--- src/rtl/hsi_mse_pkg.sv ---
// Shared definitions for the HSI library-search sequencer.
// Holds the FSM state type and the default widths/limits that the
// controller and its min tracker use as parameter defaults.
package hsi_mse_pkg;

    localparam int HM_HSI_LIBRARY_SIZE = 256;  // largest accepted library
    localparam int HM_LENGTH_BITS      = 10;   // width of lib_size / band_count
    localparam int HM_DATA_WIDTH_ACC   = 48;   // MSE accumulator width
    localparam int HM_MSE_TIMEOUT      = 1024; // max WAIT_MSE dwell per entry

    typedef enum logic [2:0] {
        IDLE,
        READ_MEASURE,
        COMPUTE_MSE,
        WAIT_MSE,
        COMPARE_MSE,
        DONE
    } hsi_mse_lib_state_t;

endpackage

--- src/rtl/hsi_mse_min_tracker.sv ---
// Running-minimum tracker for the library search.
//   clear   : accepted start; arms the first flag so the next update
//             always loads, whatever min_mse currently holds
//   upd_en  : one MSE result (value, idx) is presented for comparison
//   min_idx / min_mse : best index and its MSE so far
// Strict less-than keeps the lower index on ties, since entries arrive
// in ascending index order.
module hsi_mse_min_tracker #(
    parameter int IDX_WIDTH = 8,
    parameter int MSE_WIDTH = 48
) (
    input  logic                 clk,
    input  logic                 rst_n,
    input  logic                 clear,
    input  logic                 upd_en,
    input  logic [MSE_WIDTH-1:0] value,
    input  logic [IDX_WIDTH-1:0] idx,
    output logic [IDX_WIDTH-1:0] min_idx,
    output logic [MSE_WIDTH-1:0] min_mse
);

    logic                 first_q,   first_d;
    logic [IDX_WIDTH-1:0] min_idx_q, min_idx_d;
    logic [MSE_WIDTH-1:0] min_mse_q, min_mse_d;

    always_comb begin
        first_d   = first_q;
        min_idx_d = min_idx_q;
        min_mse_d = min_mse_q;
        if (clear) begin
            // Results from the previous search stay visible until the
            // first compare of the new one.
            first_d = 1'b1;
        end else if (upd_en && (first_q || (value < min_mse_q))) begin
            first_d   = 1'b0;
            min_idx_d = idx;
            min_mse_d = value;
        end
    end

    always_ff @(posedge clk or negedge rst_n) begin
        if (!rst_n) begin
            first_q   <= 1'b0;
            min_idx_q <= '0;
            min_mse_q <= '0;
        end else begin
            first_q   <= first_d;
            min_idx_q <= min_idx_d;
            min_mse_q <= min_mse_d;
        end
    end

    assign min_idx = min_idx_q;
    assign min_mse = min_mse_q;

endmodule

--- src/rtl/hsi_mse_lib_ctrl.sv ---
// HSI library-search sequencer.
// On an accepted start it requests the measured pixel (meas_req/meas_ack),
// then for each library entry pulses mse_start, waits for mse_valid
// (bounded by TIMEOUT_CYCLES) and folds the result into the running
// minimum. Reports min_idx/min_mse, a one-cycle done pulse and a sticky
// error (bad config or datapath timeout).
//   clk, rst_n               : clock, async active-low reset
//   start, lib_size, band_count : host command/config
//   meas_req / meas_ack      : pixel loader handshake
//   mse_start, mse_lib_idx, mse_band_count, mse_valid, mse_value : MSE datapath
//   busy, done, error, min_idx, min_mse : status/result
module hsi_mse_lib_ctrl
    import hsi_mse_pkg::*;
#(
    parameter int LIB_SIZE_MAX   = HM_HSI_LIBRARY_SIZE,
    parameter int IDX_WIDTH      = $clog2(LIB_SIZE_MAX),
    parameter int LENGTH_BITS    = HM_LENGTH_BITS,
    parameter int MSE_WIDTH      = HM_DATA_WIDTH_ACC,
    parameter int TIMEOUT_CYCLES = HM_MSE_TIMEOUT
) (
    input  logic                   clk,
    input  logic                   rst_n,
    input  logic                   start,
    input  logic [LENGTH_BITS-1:0] lib_size,
    input  logic [LENGTH_BITS-1:0] band_count,
    output logic                   meas_req,
    input  logic                   meas_ack,
    output logic                   mse_start,
    output logic [IDX_WIDTH-1:0]   mse_lib_idx,
    output logic [LENGTH_BITS-1:0] mse_band_count,
    input  logic                   mse_valid,
    input  logic [MSE_WIDTH-1:0]   mse_value,
    output logic                   busy,
    output logic                   done,
    output logic                   error,
    output logic [IDX_WIDTH-1:0]   min_idx,
    output logic [MSE_WIDTH-1:0]   min_mse
);

    localparam int TMR_W = $clog2(TIMEOUT_CYCLES);

    hsi_mse_lib_state_t     state_q, state_d;
    logic [IDX_WIDTH-1:0]   idx_q, idx_d;
    logic [IDX_WIDTH-1:0]   last_q, last_d;      // lib_size-1, latched
    logic [TMR_W-1:0]       timer_q, timer_d;
    logic [LENGTH_BITS-1:0] band_q, band_d;
    logic                   err_q, err_d;
    logic [MSE_WIDTH-1:0]   val_q, val_d;
    logic                   meas_req_q, mse_start_q, busy_q, done_q;
    logic [IDX_WIDTH-1:0]   mse_lib_idx_q, mse_lib_idx_d;
    logic                   trk_clear, trk_upd, cfg_ok;

    assign cfg_ok = (lib_size != '0) && (32'(lib_size) <= 32'(LIB_SIZE_MAX))
                    && (band_count != '0);

    always_comb begin
        state_d   = state_q;
        idx_d     = idx_q;
        last_d    = last_q;
        timer_d   = timer_q;
        band_d    = band_q;
        err_d     = err_q;
        val_d     = val_q;
        trk_clear = 1'b0;
        trk_upd   = 1'b0;
        case (state_q)
            IDLE: begin
                if (start) begin
                    if (cfg_ok) begin
                        last_d    = IDX_WIDTH'(lib_size - 1'b1);
                        band_d    = band_count;
                        err_d     = 1'b0;
                        trk_clear = 1'b1;
                        state_d   = READ_MEASURE;
                    end else begin
                        err_d   = 1'b1;
                        state_d = DONE;
                    end
                end
            end
            READ_MEASURE: begin
                if (meas_ack) begin
                    idx_d   = '0;
                    state_d = COMPUTE_MSE;
                end
            end
            COMPUTE_MSE: begin
                timer_d = '0;
                state_d = WAIT_MSE;
            end
            WAIT_MSE: begin
                // A result arriving on the last allowed cycle still counts.
                if (mse_valid) begin
                    val_d   = mse_value;
                    state_d = COMPARE_MSE;
                end else if (timer_q == TMR_W'(TIMEOUT_CYCLES - 1)) begin
                    err_d   = 1'b1;
                    state_d = DONE;
                end else begin
                    timer_d = timer_q + 1'b1;
                end
            end
            COMPARE_MSE: begin
                trk_upd = 1'b1;
                if (idx_q == last_q) begin
                    state_d = DONE;
                end else begin
                    idx_d   = idx_q + 1'b1;
                    state_d = COMPUTE_MSE;
                end
            end
            DONE:    state_d = IDLE;
            default: state_d = IDLE;
        endcase

        mse_lib_idx_d = (state_d == COMPUTE_MSE) ? idx_d : mse_lib_idx_q;
    end

    // Outputs are decoded from the next state so they line up with the
    // state they describe.
    always_ff @(posedge clk or negedge rst_n) begin
        if (!rst_n) begin
            state_q       <= IDLE;
            idx_q         <= '0;
            last_q        <= '0;
            timer_q       <= '0;
            band_q        <= '0;
            err_q         <= 1'b0;
            val_q         <= '0;
            meas_req_q    <= 1'b0;
            mse_start_q   <= 1'b0;
            mse_lib_idx_q <= '0;
            busy_q        <= 1'b0;
            done_q        <= 1'b0;
        end else begin
            state_q       <= state_d;
            idx_q         <= idx_d;
            last_q        <= last_d;
            timer_q       <= timer_d;
            band_q        <= band_d;
            err_q         <= err_d;
            val_q         <= val_d;
            meas_req_q    <= (state_d == READ_MEASURE);
            mse_start_q   <= (state_d == COMPUTE_MSE);
            mse_lib_idx_q <= mse_lib_idx_d;
            busy_q        <= (state_d != IDLE);
            done_q        <= (state_d == DONE);
        end
    end

    hsi_mse_min_tracker #(
        .IDX_WIDTH (IDX_WIDTH),
        .MSE_WIDTH (MSE_WIDTH)
    ) u_min (
        .clk     (clk),
        .rst_n   (rst_n),
        .clear   (trk_clear),
        .upd_en  (trk_upd),
        .value   (val_q),
        .idx     (idx_q),
        .min_idx (min_idx),
        .min_mse (min_mse)
    );

    assign meas_req       = meas_req_q;
    assign mse_start      = mse_start_q;
    assign mse_lib_idx    = mse_lib_idx_q;
    assign mse_band_count = band_q;
    assign busy           = busy_q;
    assign done           = done_q;
    assign error          = err_q;

endmodule

--- config.mk ---
export PLATFORM = sky130hd
export DESIGN_NAME = hsi_mse_lib_ctrl
export DESIGN_NICKNAME = d
export VERILOG_FILES = /design/src/rtl/hsi_mse_pkg.sv /design/src/rtl/hsi_mse_min_tracker.sv /design/src/rtl/hsi_mse_lib_ctrl.sv
export SDC_FILE = /design/constraint.sdc
export NUM_CORES = 1
export LEC_CHECK = 0
export ABC_AREA = 1
export BUFFER_PORTS_ARGS = -buffer_cell sky130_fd_sc_hd__buf_2
export CORE_ASPECT_RATIO = 0.8
export CORE_MARGIN = 1.5
export CORE_UTILIZATION = 51
export DETAILED_ROUTE_END_ITERATION = 6
export MAX_ROUTING_LAYER = met4
export PLACE_DENSITY_LB_ADDON = 0.1
export SLEW_MARGIN = 15
export SYNTH_ARGS = -nofsm -noshare
export SYNTH_HDL_FRONTEND = slang
export SYNTH_SLANG_ARGS = --single-unit
--- constraint.sdc ---
create_clock -name clk -period 1.9 [get_ports clk]
set_input_delay 0.285 -clock clk [delete_from_list [all_inputs] [get_ports clk]]
set_output_delay 0.285 -clock clk [all_outputs]
set_load 0.01 [all_outputs]
==> results.toml, run 1 <==
[logic_synthesis]
ys_seq_elements = 157
yosysWarnings = 0
ys_types = 39
synth_edf_count = 0
syn_area_per_cell_um2 = 9.100
synthTopCellsByCount = "nand2_1, dfrtp_1, inv_1"
syn_inst = 897
async_flop_share_pct = 100.0
synth_top_area_cell = "dfrtp_1"
yosysSeqAreaShare_pct = 48.13
yosys.area.top_type_share_pct = 48.13
synth_most_common_cell = "nand2_1"
syn-num-nets = 1021
synthFlopType = "dfrtp_1"
synth.cell_area_um2 = 8163
yosys-top-cells-area = "dfrtp_1, nand2_1, ha_1, mux2_2, inv_1"

[die]
row_count = 41
die-area_um2 = 16780
io_pins = 152
core_area_um2 = 15700
fp.dieW_um = 144.4
dieHeight_um = 116.2
initial_core_util_pct = 52.00

[setup_path]
required_ns = 2.26
arrival_ns = 2.51
cp_max_fo = 8
crit_type = "flop to flop"
cp-start-kind = "flop"
end_kind = "flop"

[clocking]
clockRootBuffer = "clkbuf_16"
cts_sinks = 157
cts_tree = "built"
cts.clk_slew.worst_paths_ns = 0.06
clock_latency_ns = 0.43
cts_buffers = 17
h-tree-depth = 4
cts_buffer_depth = 2

[sta]
final_max_slew_viol_count = 0
hold_viol_final = 0
fin_skew_ns = 0.01230
hold_slack_ns = 0.06995
slew_headroom_pct = 72.03
setup_slack_ns = -0.2500
tightest_slew_ns = 0.4164
setup_violations = 56
rsz0062_at_grt = "yes"
period_share_pct = 113.2
period_minus_slack_ns = 2.150
max_freq_ghz = 0.4651

[place]
dp_hpwl_mm = 13.94
gp_congestion = 0.8642
portBuffers = 151
dp.cells = 1342

[power_and_ir_drop]
power.leakage_nw = 5.832
p_per_area_nw_per_um2 = 1673
ir_drop_mv = 0.7962

[route]
dr.pass1.iters = 5
wl_mm = 20.55
detailedRoute.firstIterationViolations = 437
ant_nets = 0
num_vias = 6886
drc = 0
via_per_inst = 4.965
detail_route.wl_per_cell_um = 14.82

[layout]
syn_to_final_growth_pct = 35.94
fin_cells = 1387
insertedDiodeCount = 0
layout-drive-gt1-share_pct = 40.44
nets = 1283

[grt]
grt_usage_pct = 25.61
grt_start_max_net_pins = 48
antenna_found_initial = 0
grt_pass1_wl_mm = 32.21
grt_pass1_vias = 6743
gr-total-overflow = 0

[job]
cap_violations = 0

[outcome]
violations = "setup timing"
status = "finished, violations left"

[worst_hold_path]
hp-class = "primary input to flop"
-- power by group --
part	internal [W]	switching [W]
Combinational	0.00443	0.00490
Sequential	0.00466	0.000889
Clock	0.00234	0.00135
Total	0.0114	0.00714
-- stage by stage --
| step | cell area (um^2) | power [W] | worst slack [ns] | util (%) | setup TNS, ns |
|---|---|---|---|---|---|
| after global placement | 9908 | 0.01358 | -0.1714 | 63.12 | -8.218 |
| after CTS | 10630 | 0.01767 | -0.2381 | 67.70 | -10.05 |
| after floorplan | 8190 | 0.01047 | -0.05518 | - | -2.272 |
| final | 11100 | 0.01857 | -0.2500 | 70.69 | -11.89 |
| after detailed placement | 9908 | 0.01374 | -0.2179 | 63.12 | -9.755 |
| after global routing | 11100 | 0.02004 | -0.3754 | 70.69 | -19.05 |
-- path summary, 6_finish.rpt --
| kind | end | cells past startpoint | slack [ns] | startpoint |
|---|---|---|---|---|
| worst max-delay path | u_min.min_mse[27]$_DFFE_PN0P_ | 14 | -0.25 | val_q[44]$_DFFE_PN0P_ |
| worst min register to register | u_min.min_idx[2]$_DFFE_PN0P_ | 2 | 0.47 | u_min.min_idx[2]$_DFFE_PN0P_ |
| worst max register to register | u_min.min_mse[27]$_DFFE_PN0P_ | 14 | -0.25 | val_q[44]$_DFFE_PN0P_ |
| min in group asynchronous | u_min.min_mse[33]$_DFFE_PN0P_ | 2 | 0.32 | rst_n |
| worst min-delay path | mse_band_count[1]$_DFFE_PN0P_ | 3 | 0.07 | band_count[1] |
| max in group asynchronous | val_q[17]$_DFFE_PN0P_ | 3 | 0.95 | rst_n |
-- layout by cell type (no fill, tap or decap), drive strengths merged, types with 5 or more instances in the layout --
cell | Yosys | final
nand2 | 282 | 282
nor3 | 15 | 15
buf | 26 | 265
nor2 | 40 | 40
dfrtp | 157 | 157
ha | 51 | 51
o21a | 5 | 5
xor2 | 7 | 7
clkbuf | 1 | 26
inv | 107 | 107
nand4 | 9 | 9
xnor2 | 8 | 8
mux2 | 47 | 47
nand3 | 70 | 70
o21ai | 28 | 28
a21oi | 25 | 25
-- state kept, by name, summed over array words and instances, names as in the netlist --
name / cells
state_q: 3
meas_req: 1
done: 1
u_min.min_idx: 8
u_min.min_mse: 48
last_q: 8
busy: 1
idx_q: 8
mse_lib_idx: 8
timer_q: 10
mse_band_count: 10
mse_start: 1
u_min.first_q: 1
val_q: 48
error: 1
-- repair_timing --
item / 4_1_cts / 5_1_grt
buffers inserted: 2 / 5
endpoints found under the hold margin: 28 / 0
hold buffers: 1 / 0
gates cloned: 1 / 4
setup endpoints to repair: 56 / 117
pin swaps: 0 / 16
resized for setup: 6 / 84
-- kinds of logic (layout without fill, tap and decap cells) --
kind of cell,count (synthesis),count (layout),synth area share (%)
flip-flops,157,157,48.13
buffers and inverters,134,409,7.787
XOR/XNOR,15,15,1.609
AND/OR/NAND/NOR,424,424,23.45
AO/OA/AOI/OAI,69,69,4.721
multiplexers,47,47,6.484
adder cells (fa/ha/maj),51,51,7.817
-- routing by layer --
layer / part of all wire [%] / vias up / global-route usage (%)
met5: 0 / - / -
met4: 1.2 / 0 / 7.744
met3: 5.8 / 21 / 5.453
met2: 48 / 178 / 40.32
met1: 45 / 3268 / 33.56
li1: - / 3419 / -
-- critical path, cell delays in order (launching register included) --
cell and delay [ns]:
dfrtp_1 0.40, ha_1 0.30, nand2_2 0.07, nor2_4 0.14
nand2_4 0.08, nor3b_4 0.20, nand2_2 0.08, nor2_1 0.10
nand2_1 0.07, nand2_2 0.07, nand2_4 0.09, nand2_8 0.19
clkbuf_16 0.20, nand2_2 0.06, nand2_2 0.05
-- layout make-up --
type / count / area (um^2)
tap: 215 / 269.0
clock buffer: 22 / 484.2
inverter: 107 / 404.1
multi-input combinational: 606 / 3973
fill: 1236 / 4601
clock inverter: 10 / 160.2
timing repair buffer: 270 / 1877
sequential: 157 / 3930
Power figures use the tool's default switching activity.
==> run 2: changes to the inputs <==
--- a/config.mk
+++ b/config.mk
@@ -10,6 +10,7 @@
 export CORE_ASPECT_RATIO = 0.8
 export CORE_MARGIN = 1.5
 export CORE_UTILIZATION = 51
+export CTS_BUF_LIST = sky130_fd_sc_hd__clkbuf_4
 export DETAILED_ROUTE_END_ITERATION = 6
 export MAX_ROUTING_LAYER = met4
 export PLACE_DENSITY_LB_ADDON = 0.1
==> run 2 against run 1 <==
  * The run still ends with setup timing left
  * Sequential power about the same
  * Die area stayed put
  * Setup slack lost 0.00063 ns
  * Register-to-register slack hardly changed
  * Flip-flop and latch count did not move
  * Hold slack worse by 0.018 ns
  * Combinational power grew 1%
  * Critical path depth is the same
  * Global-route usage rose by 0.77 points
  * Sequential share of layout area shrank 0.76 points
  * Critical path type unchanged
  * Largest power group unchanged
==> results.toml, run 2 (synthesis results as in run 1) <==
[sta]
max_freq_ghz = 0.4650
setup_violations = 56
setup_slack_ns = -0.2507
period_minus_slack_ns = 2.151
tightest_slew_ns = 0.3638
final_max_slew_viol_count = 0
hold_slack_ns = 0.05149
fin_skew_ns = 0.01720
hold_viol_final = 0
rsz0062_at_grt = "yes"
setup_tns_ns = -11.59
period_share_pct = 113.2
slew_headroom_pct = 75.75

[route]
drc = 0
detail_route.wl_per_cell_um = 14.58
wl_mm = 21.07
detailedRoute.firstIterationViolations = 358
num_vias = 7103
dr.pass1.iters = 5
via_per_inst = 4.916
ant_nets = 0

[grt]
antenna_found_initial = 0
gr-max-usage-layer = "met2"
grt_start_max_net_pins = 48
grt_usage_pct = 26.37
grt_use_met1_pct = 33.76
met3_usage_pct = 5.822
grt_pass1_wl_mm = 33.11
gr-total-overflow = 0
use_met2_pct = 41.88
grt_pass1_vias = 6944

[power_and_ir_drop]
power.leakage_nw = 5.898
ir_drop_mv = 0.9247
power_w = 0.01719
p_per_area_nw_per_um2 = 1515

[clocking]
h-tree-depth = 4
cts_buffer_depth = 2
clock_latency_ns = 0.56
cts_sinks = 157
clockRootBuffer = "clkbuf_4"
cts_tree = "built"
cts.clk_slew.worst_paths_ns = 0.13
cts_buffers = 17

[setup_path]
crit_type = "flop to flop"
worstPathBufferInverterCount = 1
cp-start-kind = "flop"
path_delay_family = "simple AND/OR/NAND/NOR gates"
arrival_ns = 2.65
rrSetupSlack_ns = -0.25
cp_slowest_cell = "dfrtp_1"
required_ns = 2.40
crit_chain = "ha_4 -> nand2_4 -> nor2_4 -> nand2_2 -> nor3b_4 -> nand2_1 -> nor2_1 -> nand2_1 -> nand2_2 -> nand2_4 -> nand2_8 -> clkbuf_16 -> nand2_2 -> nand2_1"
max_stage_delay_ns = 0.43
end_kind = "flop"
cp_max_fo = 8

[die]
core_area_um2 = 15700
fp.dieW_um = 144.4
dieHeight_um = 116.2
row_count = 41
io_pins = 152
initial_core_util_pct = 52.00
die-area_um2 = 16780

[job]
cap_violations = 0

[layout]
layout-drive-gt1-share_pct = 38.21
layout_commonest_cell = "nand2_1"
insertedDiodeCount = 0
stdcell_area_um2 = 11340
layout_common_cells = "nand2_1, dfrtp_1, buf_2"
syn_to_final_growth_pct = 38.96
nets = 1341

[place]
dp_hpwl_mm = 13.94
portBuffers = 151
gp_congestion = 0.8642
placed_cell_area_um2 = 9908

[worst_hold_path]
hp-class = "primary input to flop"

[outcome]
violations = "setup timing"
status = "finished, violations left"
-- run 2: cell count changes in the layout (fill, tap and decap cells not counted), moves of 2 or more --
cell / before / now
nand2_4: 18 / 22
clkbuf_16: 21 / 2
nand2_1: 196 / 201
nand2_2: 67 / 58
clkbuf_8: 4 / 0
clkinv_1: 0 / 4
ha_4: 9 / 11
ha_1: 42 / 40
dlygate4sd3_1: 1 / 59
clkbuf_4: 0 / 18
-- run 2: path summary, 6_finish.rpt --
check | start | end | cells past startpoint
worst max-delay path | val_q[47]$_DFFE_PN0P_ | u_min.min_mse[18]$_DFFE_PN0P_ | 14
worst min-delay path | lib_size[4] | last_q[4]$_DFFE_PN0P_ | 3
worst max register to register | val_q[47]$_DFFE_PN0P_ | u_min.min_mse[18]$_DFFE_PN0P_ | 14
worst min register to register | mse_band_count[5]$_DFFE_PN0P_ | mse_band_count[5]$_DFFE_PN0P_ | 2
max in group asynchronous | rst_n | u_min.min_mse[8]$_DFFE_PN0P_ | 3
min in group asynchronous | rst_n | val_q[29]$_DFFE_PN0P_ | 2
-- run 2: worst register-to-register path: cells and delay by family, from the launching register on --
family | cells | cell delay [ns]
adder cells (fa/ha/maj) | 1 | 0.30
buffers and inverters | 1 | 0.19
AND/OR/NAND/NOR | 12 | 1.16
flip-flops | 1 | 0.43
-- run 2: cell type report --
cell class	instances	area [um^2]
Clock buffer	18	135.1
Clock inverter	14	175.2
Fill cell	1188	4354
Inverter	107	404.1
Multi-Input combinational cell	606	4010
Sequential cell	157	3931
Tap cell	215	269.0
Timing Repair Buffer	328	2419
-- run 2: power breakdown --
| group | internal [W] | switching (W) |
|---|---|---|
| clock | 0.00103 | 0.00118 |
| sequential | 0.00464 | 0.000899 |
| combinational | 0.00454 | 0.00490 |
| total | 0.0102 | 0.00698 |
-- run 2: timing repair --
action,4_1_cts,5_1_grt
hold endpoints to repair,215,0
hold buffers,59,0
setup endpoints to repair,56,119
gates cloned,1,2
setup buffers,2,8
resized for setup,8,85
pin swaps,0,21
-- run 2: per-stage QoR --
stage          std cells  setup slack [ns]  utilization, %
2_1_floorplan        897          -0.05518               -
3_3_place_gp        1342           -0.1714           63.12
3_5_place_dp        1342           -0.2179           63.12
4_1_cts             1436           -0.2613           69.39
5_1_grt             1445           -0.3745           72.26
6_report            1445           -0.2507           72.26
-- run 2: routing by layer --
| metal | vias up | part of all wire (%) |
|---|---|---|
| met5 | - | 0 |
| met4 | 0 | 2.4 |
| met3 | 40 | 4.7 |
| met2 | 179 | 47 |
| met1 | 3350 | 45 |
| li1 | 3534 | - |
